`src/rtl/sb_pkg.sv`:
```
// sb_pkg: shared widths, default depth and the buffered-store entry type.
package sb_pkg;
  localparam int SB_DEPTH_DEF = 4;
  localparam int SB_AW = 16;
  localparam int SB_DW = 16;
  typedef struct packed {
    logic [SB_AW-1:0] addr;
    logic [SB_DW-1:0] data;
  } sb_entry_t;
endpackage

```
`src/rtl/sb_fwd_match.sv`:
```
// sb_fwd_match: youngest-first address compare across valid entries, counted back from tail.
module sb_fwd_match
  import sb_pkg::*;
#(
  parameter int DEPTH = SB_DEPTH_DEF,
  localparam int PW = $clog2(DEPTH)
) (
  input  sb_entry_t          entries [DEPTH],
  input  logic [PW-1:0]      tail,
  input  logic [PW:0]        count,
  input  logic [SB_AW-1:0]   addr,
  output logic               hit,
  output logic [SB_DW-1:0]   data
);
  // Walk from oldest (age DEPTH) to youngest (age 1) so the youngest match wins.
  always_comb begin
    hit = 1'b0;
    data = '0;
    for (int i = DEPTH; i >= 1; i--)
      if ((PW+1)'(i) <= count && entries[tail - PW'(i)].addr == addr) begin
        hit = 1'b1;
        data = entries[tail - PW'(i)].data;
      end
  end
endmodule

```
`src/rtl/store_buffer.sv`:
```
// store_buffer: circular store FIFO in front of data memory; loads take the port before drains.
// Optional store-to-load forwarding is enabled by defining SB_FORWARD_EN.
module store_buffer
  import sb_pkg::*;
#(
  parameter int DEPTH = SB_DEPTH_DEF
) (
  input  logic             clk,
  input  logic             rst_n,
  input  logic             st,
  input  logic             ld,
  input  logic [SB_AW-1:0] addr,
  input  logic [SB_DW-1:0] wdata,
  output logic [SB_DW-1:0] ld_data,
  output logic             stall,
  output logic             empty,
  output logic [SB_AW-1:0] dm_addr,
  output logic             dm_re,
  output logic             dm_we,
  output logic [SB_DW-1:0] dm_wdata,
  input  logic [SB_DW-1:0] dm_rd_data
);
  localparam int PW = $clog2(DEPTH);
  sb_entry_t entries [DEPTH];
  logic [PW-1:0] head, tail;
  logic [PW:0] count, count_nxt;
  logic hit, full, ld_mem, drain, push;
  assign full = count == (PW+1)'(DEPTH);
`ifdef SB_FORWARD_EN
  logic [SB_DW-1:0] fwd_data;
  sb_fwd_match #(.DEPTH(DEPTH)) u_match (
    .entries(entries),
    .tail(tail),
    .count(count),
    .addr(addr),
    .hit(hit),
    .data(fwd_data)
  );
  assign stall = st && full;
  assign ld_data = ld ? (hit ? fwd_data : dm_rd_data) : '0;
`else
  always_comb begin
    hit = 1'b0;
    for (int i = 0; i < DEPTH; i++)
      if ((PW+1)'(i) < count && entries[head + PW'(i)].addr == addr) hit = 1'b1;
  end
  // A matching load waits for the drains to push its data out to memory.
  assign stall = (st && full) || (ld && hit);
  assign ld_data = ld ? dm_rd_data : '0;
`endif
  assign ld_mem = rst_n && ld && !hit;
  assign drain = !ld_mem && count != '0;
  assign push = st && !stall;
  assign dm_re = ld_mem;
  assign dm_we = drain;
  assign dm_addr = ld_mem ? addr : drain ? entries[head].addr : '0;
  assign dm_wdata = drain ? entries[head].data : '0;
  assign count_nxt = count + (PW+1)'(push) - (PW+1)'(drain);
  always_ff @(posedge clk)
    if (push) entries[tail] <= '{addr: addr, data: wdata};
  always_ff @(posedge clk or negedge rst_n)
    if (!rst_n) begin
      head <= '0;
      tail <= '0;
      count <= '0;
      empty <= 1'b1;
    end else begin
      if (push) tail <= tail + 1'b1;
      if (drain) head <= head + 1'b1;
      count <= count_nxt;
      empty <= count_nxt == '0;
    end
endmodule

```
`config.mk`:
```
export PLATFORM = sky130hd
export DESIGN_NAME = store_buffer
export DESIGN_NICKNAME = d
export VERILOG_FILES = /design/src/rtl/sb_pkg.sv /design/src/rtl/sb_fwd_match.sv /design/src/rtl/store_buffer.sv
export SDC_FILE = /design/constraint.sdc
export NUM_CORES = 1
export LEC_CHECK = 0
export ABC_AREA = 1
export CAP_MARGIN = 20
export CORE_UTILIZATION = 56
export DETAILED_ROUTE_END_ITERATION = 12
export PLACE_DENSITY = 0.81
export SETUP_SLACK_MARGIN = 0.3
export SLEW_MARGIN = 20
export SYNTH_ARGS = -nofsm -noshare
export SYNTH_HDL_FRONTEND = slang
export SYNTH_HIERARCHICAL = 1
export SYNTH_SLANG_ARGS = --single-unit
export TNS_END_PERCENT = 100
```
`constraint.sdc`:
```
create_clock -name clk -period 5.46 [get_ports clk]
set_clock_uncertainty 0.2 [all_clocks]
set_input_delay 1.638 -clock clk [delete_from_list [all_inputs] [get_ports clk]]
set_output_delay 1.638 -clock clk [all_outputs]
set_load 0.005 [all_outputs]
```
==> After elaboration in Yosys (flattened, before gate mapping) <==
Memories as Yosys holds them, arrays and structs flattened.
Cells that the tools add are included.
{ "totals": {"regBits": 8, "mem_bits_rw": 128, "word_cells": 46, "n_memories": 1} }
{ "mem_list": {"columns": ["name", "words", "word_bits", "read_ports", "rd_ports_with_merged_regs", "write_ports", "line_no", "rtl"], "rows": [
  ["entries", 4, 32, 4, 0, 1, "store_buffer.sv:24", "sb_entry_t entries [DEPTH];"]
]} }
{ "op_classes": {"add_sub_neg": 6, "order_cmp": 4, "eq_ne": 5, "n_mux": 10, "reduce_logical": 16} }
{ "op_table": {"columns": ["cell", "n"], "rows": [
  ["16-bit == test", 4],
  ["16-bit two-way mux", 4],
  ["1-bit logical AND", 10],
  ["1-bit by 3-bit less-than comparator with 1-bit output (first input constant)", 2],
  ["2-bit by 3-bit less-than comparator with 1-bit output (first input constant)", 2],
  ["1-bit two-way mux", 6],
  ["2-bit by 1-bit adder with 2-bit output (second input constant)", 2],
  ["2-bit adder (second input constant)", 2],
  ["3-bit by 1-bit adder with 3-bit output", 1],
  ["3-bit == test (second input constant)", 1],
  ["1-bit logical NOT", 3],
  ["3-bit logical NOT", 1],
  ["3-bit nonzero test", 1],
  ["3-bit by 1-bit subtractor with 3-bit output", 1],
  ["1-bit logical OR", 1]
]} }

==> Depth between registers and ports, before layout <==
An unclocked memory read counts as a cell.
{ "depth": {"ltp_word": 14, "depth_mapped": 25} }

==> Worst setup path after synthesis <==
OpenSTA, ideal clock, no wires.
{ "synth_timing": {"kind": "input to output", "from": "input port addr[1]", "to": "output port dm_addr[4]", "t_arrival_ps": 2870, "required_ps": 3622, "setup_slack_ps": 752, "path_stages": 14, "n_path_buf": 2, "path_cell_list": "buf_1 nand3_1 nand2_1 nor2_1 nand2_1 nor2_1 nand3_1 nand2_1 nor2_1 nand2_2 inv_2 buf_2 nand2_1 o21ai_1"} }
{ "synth_between": {"elab_chain_len": 12, "elab_cells_between_ends": 18} }
{ "synth_rtl": {"columns": ["element", "line_no", "rtl"], "rows": [
  ["from (decl)", "store_buffer.sv:12", "input logic [SB_AW-1:0] addr,"],
  ["16-bit == test", "store_buffer.sv:45", "if ((PW+1)'(i) < count && entries[head + PW'(i)].addr == addr) hit = 1'b1;"],
  ["1-bit logical AND", "store_buffer.sv:45", null],
  ["1-bit two-way mux (3 in series)", "store_buffer.sv:45", null],
  ["1-bit two-way mux *", "store_buffer.sv:45", null],
  ["1-bit logical NOT *", "store_buffer.sv:51", "assign ld_mem = rst_n && ld && !hit;"],
  ["1-bit logical AND *", "store_buffer.sv:51", null],
  ["net dm_re", "store_buffer.sv:18", "output logic dm_re,"],
  ["1-bit logical NOT", "store_buffer.sv:52", "assign drain = !ld_mem && count != '0;"],
  ["1-bit logical AND", "store_buffer.sv:52", null],
  ["16-bit two-way mux", "store_buffer.sv:56", "assign dm_addr = ld_mem ? addr : drain ? entries[head].addr : '0;"],
  ["16-bit two-way mux *", "store_buffer.sv:56", null],
  ["to (decl)", "store_buffer.sv:17", "output logic [SB_AW-1:0] dm_addr,"]
]} }
The timed path passes the listed nets; every way through them passes the cells marked *.

==> Worst setup path after layout <==
{ "layout_timing": {"from": "input port addr[11]", "to": "output port dm_wdata[6]"} }
{ "layout_between": {"elab_chain_len": 11, "elab_cells_between_ends": 17} }
{ "layout_rtl": {"columns": ["element", "line_no", "rtl"], "rows": [
  ["16-bit == test", "store_buffer.sv:45", null],
  ["1-bit logical AND", "store_buffer.sv:45", null],
  ["1-bit two-way mux (3 in series)", "store_buffer.sv:45", null],
  ["1-bit two-way mux *", "store_buffer.sv:45", null],
  ["1-bit logical NOT *", "store_buffer.sv:51", null],
  ["1-bit logical AND *", "store_buffer.sv:51", null],
  ["1-bit logical NOT *", "store_buffer.sv:52", null],
  ["1-bit logical AND *", "store_buffer.sv:52", null],
  ["16-bit two-way mux *", "store_buffer.sv:57", "assign dm_wdata = drain ? entries[head].data : '0;"],
  ["to (decl)", "store_buffer.sv:20", "output logic [SB_DW-1:0] dm_wdata,"]
]} }
Every way passes the cells marked *; elsewhere a longest branch is shown, timed or not.

==> impl_metrics.env <==
export IMPL_status="finished, final reports clean"
export IMPL_pwr_share_comb_pct=54.8
export IMPL_synth_xor_area_share_pct=0.3285
export IMPL_grt_max_degree=81
export IMPL_slowest_stage="clkdlybuf4s15_2"
export IMPL_rows=43
export IMPL_ioPinCount=104
export IMPL_clockBufferDepth=2
export IMPL_synth_top_family_by_area="simple AND/OR/NAND/NOR gates"
export IMPL_drv_slew=0
export IMPL_grt_pass1_vias=7125
export IMPL_wl_per_cell_um=16.06
export IMPL_power_switching_mw=2.640
export IMPL_clock_latency_ns=0.42
export IMPL_crit_top_cell="nor2_2"
export IMPL_ys_flop_type="edfxtp_1"
export IMPL_synth_warnings=6
export IMPL_synth_area_um2=7999
export IMPL_fp_dieW_um=121.5
export IMPL_maxCapViolCount=0
export IMPL_antenna_found_initial=0
export IMPL_total_power_mw=5.738
export IMPL_grt_pass1_wl_um=34670
export IMPL_crit_required_ns=3.62
export IMPL_fin_area_um2=10450
export IMPL_syn_nets=1095
export IMPL_core_um2=13880
export IMPL_rsz0062_at_grt="yes"
export IMPL_critical_path_cell_chain="clkdlybuf4s15_2 > buf_6 > nand2_1 > nand4_1 > nor2_2 > nand3_1 > nand2_2 > nor2_2 > nand2_2 > nand2_4 > buf_16 > buf_12 > buf_6 > nor2_2 > buf_2"
export IMPL_vias=7743
export IMPL_ys_async_sr_fraction_pct=5.882
export IMPL_dieArea_um2=14770
export IMPL_start_util_pct=57.63
export IMPL_cts_htree_levels=4
export IMPL_p_leak_nw=4.873
export IMPL_final_cell_mix="471 x nand2_1, 128 x edfxtp_1, 125 x nand3_1"
export IMPL_place_inst=1329
export IMPL_crit_fanout=6
export IMPL_synth_yosys_seq_area_share_pct=50.57
export IMPL_synthMuxAreaShare_pct=0
export IMPL_dp_hpwl_um=13730
export IMPL_io_buffers=103
export IMPL_worst_hold_slack_ns=0.3397
export IMPL_fin_crit_sh_pct=94.90
export IMPL_via_per_inst=5.575
export IMPL_netlist_instances=1034
export IMPL_power_density_nw_per_um2=549.2
export IMPL_setup_ws_ns=0.2785
export IMPL_synth_edf_count=128
export IMPL_critPathLaunchType="input port"
export IMPL_placedInstanceArea_um2=9534
export IMPL_end_kind="primary output"
export IMPL_min_period_ns=5.182
export IMPL_setup_viol=0
export IMPL_firstDrtPassIters=8
export IMPL_finalWirelength_um=22300
export IMPL_drt_initial_drc_count=648
export IMPL_grt_ovfl_total=0
export IMPL_crit_arrival_ns=3.34
export IMPL_critical_path_class="input port to primary output"
export IMPL_relSlewSlack_pct=59.06
export IMPL_die_h_um=121.5
export IMPL_area_growth_syn_to_layout_pct=30.63
export IMPL_ys_ff_latch=136
export IMPL_power_internal_mw=3.098
export IMPL_antenna_left=0
export IMPL_synth_area_per_cell_um2=7.736
export IMPL_cts_hold_buf=0
export IMPL_swShare_pct=46.00
export IMPL_final_common_cell="nand2_1"
export IMPL_layout_cells_non_filler=1389
export IMPL_synthAdderAreaFrac_pct=1.502
export IMPL_pre_cts_ws_ns=-0.5482
export IMPL_cts_tree="done"
export IMPL_root_buffer="clkbuf_16"
export IMPL_hold_violations=0
export IMPL_ys_types=29
export IMPL_path_clk_slew_ns=0.06
export IMPL_ir_worst_vdd_uv=333.5
export IMPL_tightest_slew_ns=0.6134
export IMPL_diodes=0
export IMPL_place_congestion=0.8913
export IMPL_clkPwrFrac_pct=19.1
export IMPL_holdCritPathClass="register to register"
export IMPL_synth_compound_area_share_pct=5.881
export IMPL_fin_nets=1257
export IMPL_drc=0
export IMPL_seqPwrFrac_pct=26.1
export IMPL_cts_buffers=17
export IMPL_max_clock_freq_ghz=0.1930
export IMPL_layout_drive_gt1_share_pct=20.93
export IMPL_yosys_area_share_simple_pct=34.80
export IMPL_clock_sinks=136
export IMPL_max_stage_delay_ns=0.21
export IMPL_track_usage_pct=31.16
==> routing by layer <==
metal	GRT usage (%)	wire, µm	part of all wire, %	vias up
li1	-	-	-	3732
met1	39.13	8731	39	3567
met2	52.59	11120	50	393
met3	6.015	1944	8.7	51
met4	13.12	509	2.3	0
met5	0	0	0	-
==> worst paths after layout <==
check,from,end,slack [ns],depth (start not counted)
setup / recovery,addr[11],dm_wdata[6],0.28,15
hold / removal,tail[0],tail[0],0.34,2
setup reg to reg,head[1],empty,1.28,26
hold reg to reg,tail[0],tail[0],0.34,2
max in group asynchronous,rst_n,empty,3.50,2
min in group asynchronous,rst_n,count[2],1.35,2
==> cells by family after synthesis <==
| kind of cell | after synthesis |
|---|---|
| AND/OR/NAND/NOR | 688 |
| flip-flops | 136 |
| buffers and inverters | 126 |
| AO/OA/AOI/OAI | 72 |
| adder cells (fa/ha/maj) | 9 |
| XOR/XNOR | 3 |
==> layout make-up <==
| class | instances | area [µm²] |
|---|---|---|
| flip-flops and latches | 136 | 4050 |
| repair buffers | 186 | 1643 |
| multi-input cells | 772 | 3646 |
| inverters | 83 | 316.6 |
| well taps | 180 | 225.2 |
| clock inverters | 14 | 128.9 |
| clock buffers | 18 | 439.2 |
| fillers | 979 | 3432 |
==> power by group through the flow <==
stage	registers (mW)	logic, mW	clock network, mW
finish	1.50	3.14	1.10
global route	1.52	3.48	1.15
CTS	1.49	2.98	1.10
detailed placement	1.51	2.94	0
global placement	1.50	2.88	0
floorplan	1.47	2.01	0
==> metrics by stage <==
stage	setup TNS, ns	util (%)
2_1_floorplan	0	-
3_3_place_gp	-13.13	68.69
3_5_place_dp	-13.71	68.69
4_1_cts	0	73.76
5_1_grt	0	75.27
6_report	0	75.27
==> Yosys cell counts (all sizes together) (2+ instances only) <==
library cell / n / area share, %
nand2: 491 / 23
nand3: 132 / 8.3
edfxtp: 128 / 48
inv: 83 / 3.9
nor2: 56 / 2.6
buf: 33 / 2.5
o21ai: 31 / 2.4
a21oi: 20 / 1.3
a221oi: 16 / 1.8
clkbuf: 10 / 0.52
ha: 8 / 1.3
dfrtp: 7 / 2.2
nand4: 6 / 0.47
o211ai: 4 / 0.38
xor2: 3 / 0.33
or2: 2 / 0.16
==> critical path: cells and delay by family <==
| family | cells | cell delay, ns |
|---|---|---|
| buffers and inverters | 6 | 0.85 |
| AND/OR/NAND/NOR | 9 | 0.83 |
==> registers in the layout, indices dropped and copies added, names as in the netlist <==
register	cells
head	2
empty	1
entries	128
count	3
tail	2
==> repair_timing <==
action	4_1_cts	5_1_grt
setup buffers	19	7
pin swaps	31	45
gates cloned	2	0
endpoints found under the setup margin	35	35
resized for setup	245	68
(Power assumes the default switching activity.)
